--- src/rtl/if_prefetch_pkg.sv ---
// Shared types and constants for the instruction prefetch unit.
package if_prefetch_pkg;

    typedef logic [31:0] InstAddrBus;
    typedef logic [31:0] InstBus;

    // addi x0, x0, 0 : presented whenever no instruction is valid
    localparam InstBus INST_NOP = 32'h0000_0013;

    typedef enum logic [1:0] {
        PF_BOOT  = 2'd0,
        PF_RUN   = 2'd1,
        PF_FLUSH = 2'd2
    } pf_state_e;

    // Sequential instruction address; wraps modulo 2^32
    function automatic InstAddrBus pc_next(input InstAddrBus pc);
        return pc + 32'd4;
    endfunction

endpackage

--- src/rtl/if_prefetch_fifo.sv ---
// pf_fifo: small synchronous FIFO holding {pc, inst} pairs.
// The head entry is read straight from storage so a pushed entry is
// visible on the cycle after the push. Clear wins over push and pop.
module pf_fifo #(
    parameter int DEPTH = 4,
    parameter int WIDTH = 64,
    localparam int AW = $clog2(DEPTH),
    localparam int CW = $clog2(DEPTH) + 1
) (
    input  logic             clk,
    input  logic             rst,
    input  logic             push,
    input  logic             pop,
    input  logic             clear,
    input  logic [WIDTH-1:0] wdata,
    output logic [CW-1:0]    count,
    output logic [WIDTH-1:0] head,
    output logic             empty
);

    logic [WIDTH-1:0] store [DEPTH];
    logic [AW-1:0]    wr_ptr;
    logic [AW-1:0]    rd_ptr;

    // Pointer and occupancy bookkeeping; DEPTH is a power of two so the
    // pointers wrap naturally.
    always_ff @(posedge clk or negedge rst) begin
        if (!rst) begin
            wr_ptr <= '0;
            rd_ptr <= '0;
            count  <= '0;
        end else if (clear) begin
            wr_ptr <= '0;
            rd_ptr <= '0;
            count  <= '0;
        end else begin
            if (push) wr_ptr <= wr_ptr + AW'(1);
            if (pop)  rd_ptr <= rd_ptr + AW'(1);
            case ({push, pop})
                2'b10:   count <= count + CW'(1);
                2'b01:   count <= count - CW'(1);
                default: count <= count;
            endcase
        end
    end

    // Entry storage is data only and needs no reset.
    always_ff @(posedge clk) begin
        if (push && !clear) store[wr_ptr] <= wdata;
    end

    assign head  = store[rd_ptr];
    assign empty = (count == '0);

endmodule

--- src/rtl/if_prefetch.sv ---
// if_prefetch: instruction prefetch unit between instruction memory and
// the if_id register. Issues sequential fetches under a credit limit of
// DEPTH (buffered + in flight), buffers responses and presents one
// instruction per cycle. A redirect flushes the buffer and drops every
// response still in flight for the old stream.
// Optional build macro IF_PREFETCH_BYPASS_EN: a response arriving while
// the buffer is empty is presented in the same cycle.
module if_prefetch
    import if_prefetch_pkg::*;
#(
    parameter int         DEPTH    = 4,
    parameter InstAddrBus RESET_PC = 32'h0000_0000
) (
    input  logic       clk,
    input  logic       rst,
    input  logic       jump_flag,
    input  InstAddrBus jump_addr,
    output logic       mem_req,
    output InstAddrBus mem_addr,
    input  logic       mem_ready,
    input  logic       mem_rvalid,
    input  InstBus     mem_rdata,
    output logic       if_valid,
    output InstAddrBus if_pc,
    output InstBus     if_inst,
    input  logic       if_ready
);

    localparam int CW = $clog2(DEPTH) + 1;

    pf_state_e  state, state_next;
    InstAddrBus fetch_pc;
    InstAddrBus resp_pc;
    logic [CW-1:0] outstanding, outst_next;
    logic [CW-1:0] discard, discard_next;

    logic [CW-1:0] fifo_count;
    logic [63:0]   fifo_head;
    logic          fifo_empty;
    logic          fifo_push;
    logic          fifo_pop;

    logic       accept;
    logic       ret;
    logic       run_resp;
    logic       credit_ok;
    logic       pres_valid;
    InstAddrBus pres_pc;
    InstBus     pres_inst;

    // Buffered plus in-flight entries never exceed DEPTH, so the FIFO
    // cannot overflow.
    assign credit_ok  = ({1'b0, fifo_count} + {1'b0, outstanding}) < (CW+1)'(DEPTH);
    assign mem_req    = (state == PF_RUN) && credit_ok;
    assign mem_addr   = fetch_pc;
    assign accept     = mem_req && mem_ready;
    // A response only counts against a request that is actually in flight.
    assign ret        = mem_rvalid && (outstanding != '0);
    assign run_resp   = (state == PF_RUN) && ret && !jump_flag;
    assign outst_next = outstanding + CW'(accept) - CW'(ret);

    // State register.
    always_ff @(posedge clk or negedge rst) begin
        if (!rst) state <= PF_BOOT;
        else      state <= state_next;
    end

    // Next state and drop counter; a redirect reloads the drop count with
    // everything still in flight after this cycle, from any state.
    always_comb begin
        state_next   = state;
        discard_next = discard;
        case (state)
            PF_BOOT:  state_next = PF_RUN;
            PF_RUN:   state_next = PF_RUN;
            PF_FLUSH: begin
                if (ret) discard_next = discard - CW'(1);
                if (discard_next == '0) state_next = PF_RUN;
            end
            default:  state_next = PF_BOOT;
        endcase
        if (jump_flag) begin
            discard_next = outst_next;
            state_next   = (outst_next != '0) ? PF_FLUSH : PF_RUN;
        end
    end

    // Fetch/response address tracking and in-flight counters.
    always_ff @(posedge clk or negedge rst) begin
        if (!rst) begin
            fetch_pc    <= RESET_PC;
            resp_pc     <= RESET_PC;
            outstanding <= '0;
            discard     <= '0;
        end else begin
            outstanding <= outst_next;
            discard     <= discard_next;
            if (jump_flag)   fetch_pc <= jump_addr;
            else if (accept) fetch_pc <= pc_next(fetch_pc);
            if (jump_flag)     resp_pc <= jump_addr;
            else if (run_resp) resp_pc <= pc_next(resp_pc);
        end
    end

`ifdef IF_PREFETCH_BYPASS_EN
    logic bypass;
    // With an empty buffer the live response is shown directly and is only
    // stored when the consumer does not take it this cycle.
    assign bypass     = run_resp && fifo_empty;
    assign pres_valid = (!fifo_empty || bypass) && !jump_flag;
    assign pres_pc    = fifo_empty ? resp_pc   : fifo_head[63:32];
    assign pres_inst  = fifo_empty ? mem_rdata : fifo_head[31:0];
    assign fifo_push  = run_resp && !(bypass && if_ready);
`else
    assign pres_valid = !fifo_empty && !jump_flag;
    assign pres_pc    = fifo_head[63:32];
    assign pres_inst  = fifo_head[31:0];
    assign fifo_push  = run_resp;
`endif

    // A redirect cycle never consumes: the buffer is being cleared anyway.
    assign fifo_pop = !fifo_empty && !jump_flag && if_ready;

    assign if_valid = pres_valid;
    assign if_pc    = pres_valid ? pres_pc   : '0;
    assign if_inst  = pres_valid ? pres_inst : INST_NOP;

    pf_fifo #(
        .DEPTH (DEPTH),
        .WIDTH (64)
    ) u_fifo (
        .clk   (clk),
        .rst   (rst),
        .push  (fifo_push),
        .pop   (fifo_pop),
        .clear (jump_flag),
        .wdata ({resp_pc, mem_rdata}),
        .count (fifo_count),
        .head  (fifo_head),
        .empty (fifo_empty)
    );

endmodule
--- config.mk ---
export PLATFORM = sky130hd
export DESIGN_NAME = if_prefetch
export DESIGN_NICKNAME = d
export VERILOG_FILES = /design/src/rtl/if_prefetch_pkg.sv /design/src/rtl/if_prefetch_fifo.sv /design/src/rtl/if_prefetch.sv
export SDC_FILE = /design/constraint.sdc
export NUM_CORES = 1
export LEC_CHECK = 0
export ABC_AREA = 1
export CORE_ASPECT_RATIO = 0.6
export CORE_MARGIN = 5
export CORE_UTILIZATION = 38
export CTS_CLUSTER_DIAMETER = 80
export DETAILED_ROUTE_END_ITERATION = 10
export PLACE_DENSITY_LB_ADDON = 0.2
export SLEW_MARGIN = 20
export SYNTH_ARGS = -nofsm -noshare
export SYNTH_HDL_FRONTEND = slang
export SYNTH_SLANG_ARGS = --single-unit
--- constraint.sdc ---
create_clock -name clk -period 5.97 [get_ports clk]
set_input_delay 0.597 -clock clk [delete_from_list [all_inputs] [get_ports clk]]
set_output_delay 0.597 -clock clk [all_outputs]
set_load 0.02 [all_outputs]
==> impl_results.md <==
- CTS root buf: clkbuf_16
- Final hold violations: 0
- DP Wirelength: between 20000 and 30000 um
- Die Wd: around 270 um
- I/O Pins: 168
- Cell total after placement: between 2000 and 2500
- Synth warn: 0
- Row count: between 50 and 60
- Post-synthesis cell count: ~1600
- Async S/R FF share, synth: 23.6%
- Core area: around 40000 um^2
- Setup Buffers After CTS: 0
- Skew final: about 0.013 ns
- Netlist cell types: 40
- Vias in the first global route: ~11000
- Gpl congestion: roughly 0.91
- Effective utilization at floorplan: a little under two fifths
- R2R cell count: 6
- Min-delay src: mem_addr[1]$_DFFE_PN0P_
- Hold Crit Depth: 2
- CP arrival: 4.02 ns
- Main synth FF type: edfxtp_1
- I/O Buffers: 167
- Critical path class: reg2out
- Vias per cell: 5.13
- Synthesized Nets: ~1600
- CTS buffer count: 34
- CP startpoint kind: flop
- Post-synthesis register bit count: between 300 and 400
- Endpoint class of the critical path: primary output
- Slowest-stage cell, CP: clkinv_2
- Slew headroom: 30.3%
- Tcrit/Tclk final: between 70 and 80%
- P_leak: slightly below 7 nW
- Gates resized, CTS repair: 0
- CP max FO: 76
- Wirelength, routed: ~43000 um
- RSZ-0062 raised after global routing: false
- Crit path required time: between 5 and 6 ns
- Die area: 44500 um^2
- Via count: around 12000
- Cell Count, Final, Fillers Out: between 2000 and 2500
- Crit path largest cell delay: roughly 0.98 ns
- Clock tree sinks: between 300 and 400
- Post-synth top cells: nor2_1, nand2_1, edfxtp_1
- Iteration-0 DRC Markers: 1089
- # nets final: between 1500 and 2000
- # DRC: 0
- Area delta synth->final: 21.0%
- Antenna-violating nets left: 0
- Global-route wire length before repair: 65100 um
- PD cells: between 300 and 400 nW/um^2
- Slew @ Worst Pin: roughly 1.0 ns
- Yosys top cell by area: edfxtp_1
- Post-synth EDFFs: about 260
- Crit path time final: ~4.6 ns
- Worst-skew pair later-pin latency: ~0.52 ns
- Sequential fraction of the synthesis area: 63.1%
- Reg2Reg Capture Point: u_fifo.store[2][21]$_DFFE_PP_
- TritonCTS clock tree: done
- FMAX: 216 MHz
- Final global-route overflow total: 0
- Status: finished clean
- Worst hold path class: reg2reg
- Flop-to-flop setup slack: 2.69 ns
- Layout cells sized above 1: approximately 6.5%
- DRT Pass-1 Iters: 5
- Post-synth top area share: around half
- CTS HTree Levels: 2
- Final setup fails: 0
- Antenna diode count: 0
- Post-Synthesis Cell Area: between 15000 and 20000 um^2
- Worst-path clk slew: roughly 0.06 ns
- Max Cap Viol: 0
- Peak VDD IR: about 0.21 mV
- Die H: 166 um
- Final Max Slew Viols: 0
- Hold endpoint: mem_addr[1]$_DFFE_PN0P_
- Cell with the most instances after synthesis: nor2_1
- Final instance area: 18500 um^2
- # fillers: 3761
- Critical-path cell list: clkinv_2, buf_4, o21ai_0, a21oi_1, clkdlybuf4s50_1
- Avg Inst Size Synth: 9.84 um^2
- CTS Buffer Depth: 3
- Gr usage total: a little under a fifth
- Placed inst area: between 15000 and 20000 um^2
- Routed wire length per instance: between 15 and 20 um
- Initial antenna violation count: 0
- Pin count of the biggest net entering global routing: slightly below 80
- Pwr Total: between 6 and 7 mW
- Synth area leaders: edfxtp_1, dfrtp_1, nor2_1
- R2r startpoint: state[1]$_DFFE_PN0P_
- Final TNS setup: 0 ns
[flip-flops by register name (all words and copies together) (netlist names)]
| name | cells |
|---|---|
| discard | 3 |
| mem_addr | 32 |
| outstanding | 3 |
| state | 2 |
| resp_pc | 32 |
| u_fifo.store | 256 |
| u_fifo.wr_ptr | 2 |
| u_fifo.count | 3 |
| u_fifo.rd_ptr | 2 |
[cell type report]
cell class,count,area [um^2],area share (%)
multi-input cells,1057,5010,27.1
repair buffers,181,1770,9.56
clock buffers,40,895,4.83
well taps,531,664,3.59
inverters,99,374,2.02
flip-flops and latches,335,9670,52.2
clock inverters,17,138,0.743
[report_power, final]
| group | switching, mW | internal [mW] | total, mW |
|---|---|---|---|
| logic | 1.16 | 0.677 | 1.84 |
| clock network | 0.897 | 1.12 | 2.02 |
| registers | 0.249 | 2.69 | 2.94 |
| total | 2.31 | 4.49 | 6.80 |
[critical path: cells and delay by family, from the launching register on]
| family | cells | cell delay (ns) |
|---|---|---|
| DFF | 1 | 0.88 |
| AOI/OAI and AO/OA | 2 | 0.38 |
| buffers and inverters | 3 | 2.20 |
[routing by layer]
metal	GRT usage [%]	vias to the layer above	wire length [um]	share of wire, %
met1	27.2	5670	20500	48
met4	3.25	0	489	1.1
met2	28.8	321	18900	44
met5	0	-	0	0
li1	-	5566	-	-
met3	4.22	32	2750	6.4
[cells in the final DEF (no fill, tap or decap), drive strengths merged, types with 16 or more instances in the layout]
cell type,n
clkbuf,40
xor2,18
a21oi,72
clkdlybuf4s50,165
nand3,89
clkinv,16
nand2,284
nor3,18
inv,97
edfxtp,256
dfrtp,79
nor2,356
o21ai,161
[worst max path at each step]
stage | from | to
after global placement | u_fifo.rd_ptr[0]$_DFFE_PN0P_ | if_pc[31]
final | u_fifo.rd_ptr[0]$_DFFE_PN0P_ | if_pc[31]
after global routing | u_fifo.rd_ptr[0]$_DFFE_PN0P_ | if_pc[31]
after detailed placement | u_fifo.rd_ptr[0]$_DFFE_PN0P_ | if_pc[31]
after CTS | u_fifo.rd_ptr[0]$_DFFE_PN0P_ | if_pc[31]
after floorplan | state[1]$_DFFE_PN0P_ | u_fifo.store[0][0]$_DFFE_PP_
[what timing repair did]
action / CTS / global route
setup endpoints to repair: 0 / 0
hold buffers: 1 / 0
hold endpoints to repair: 21 / 0
[kinds of logic (layout without fill, tap and decap cells)]
| logic type | after synthesis | in the layout | share of synthesized area (%) |
|---|---|---|---|
| DFF | 335 | 335 | 63.1 |
| buffers and inverters | 164 | 337 | 4.36 |
| adders and majority gates | 13 | 13 | 1.16 |
| and+or+nand+nor | 767 | 767 | 21.4 |
| xor gates and xnor gates | 21 | 21 | 1.20 |
| AOI/OAI and AO/OA | 256 | 256 | 8.77 |
[stage by stage]
stage | util, % | setup WS, ns | hold slack (ns)
after CTS | 46.1 | 1.27 | 0.488
after global routing | 46.1 | 1.06 | 0.509
after floorplan | - | 1.82 | 0.301
after detailed placement | 43.5 | 1.86 | 0.471
final | 46.1 | 1.35 | 0.487
after global placement | 43.5 | 1.91 | 0.485
No activity file was read; power rests on OpenSTA's default activity.
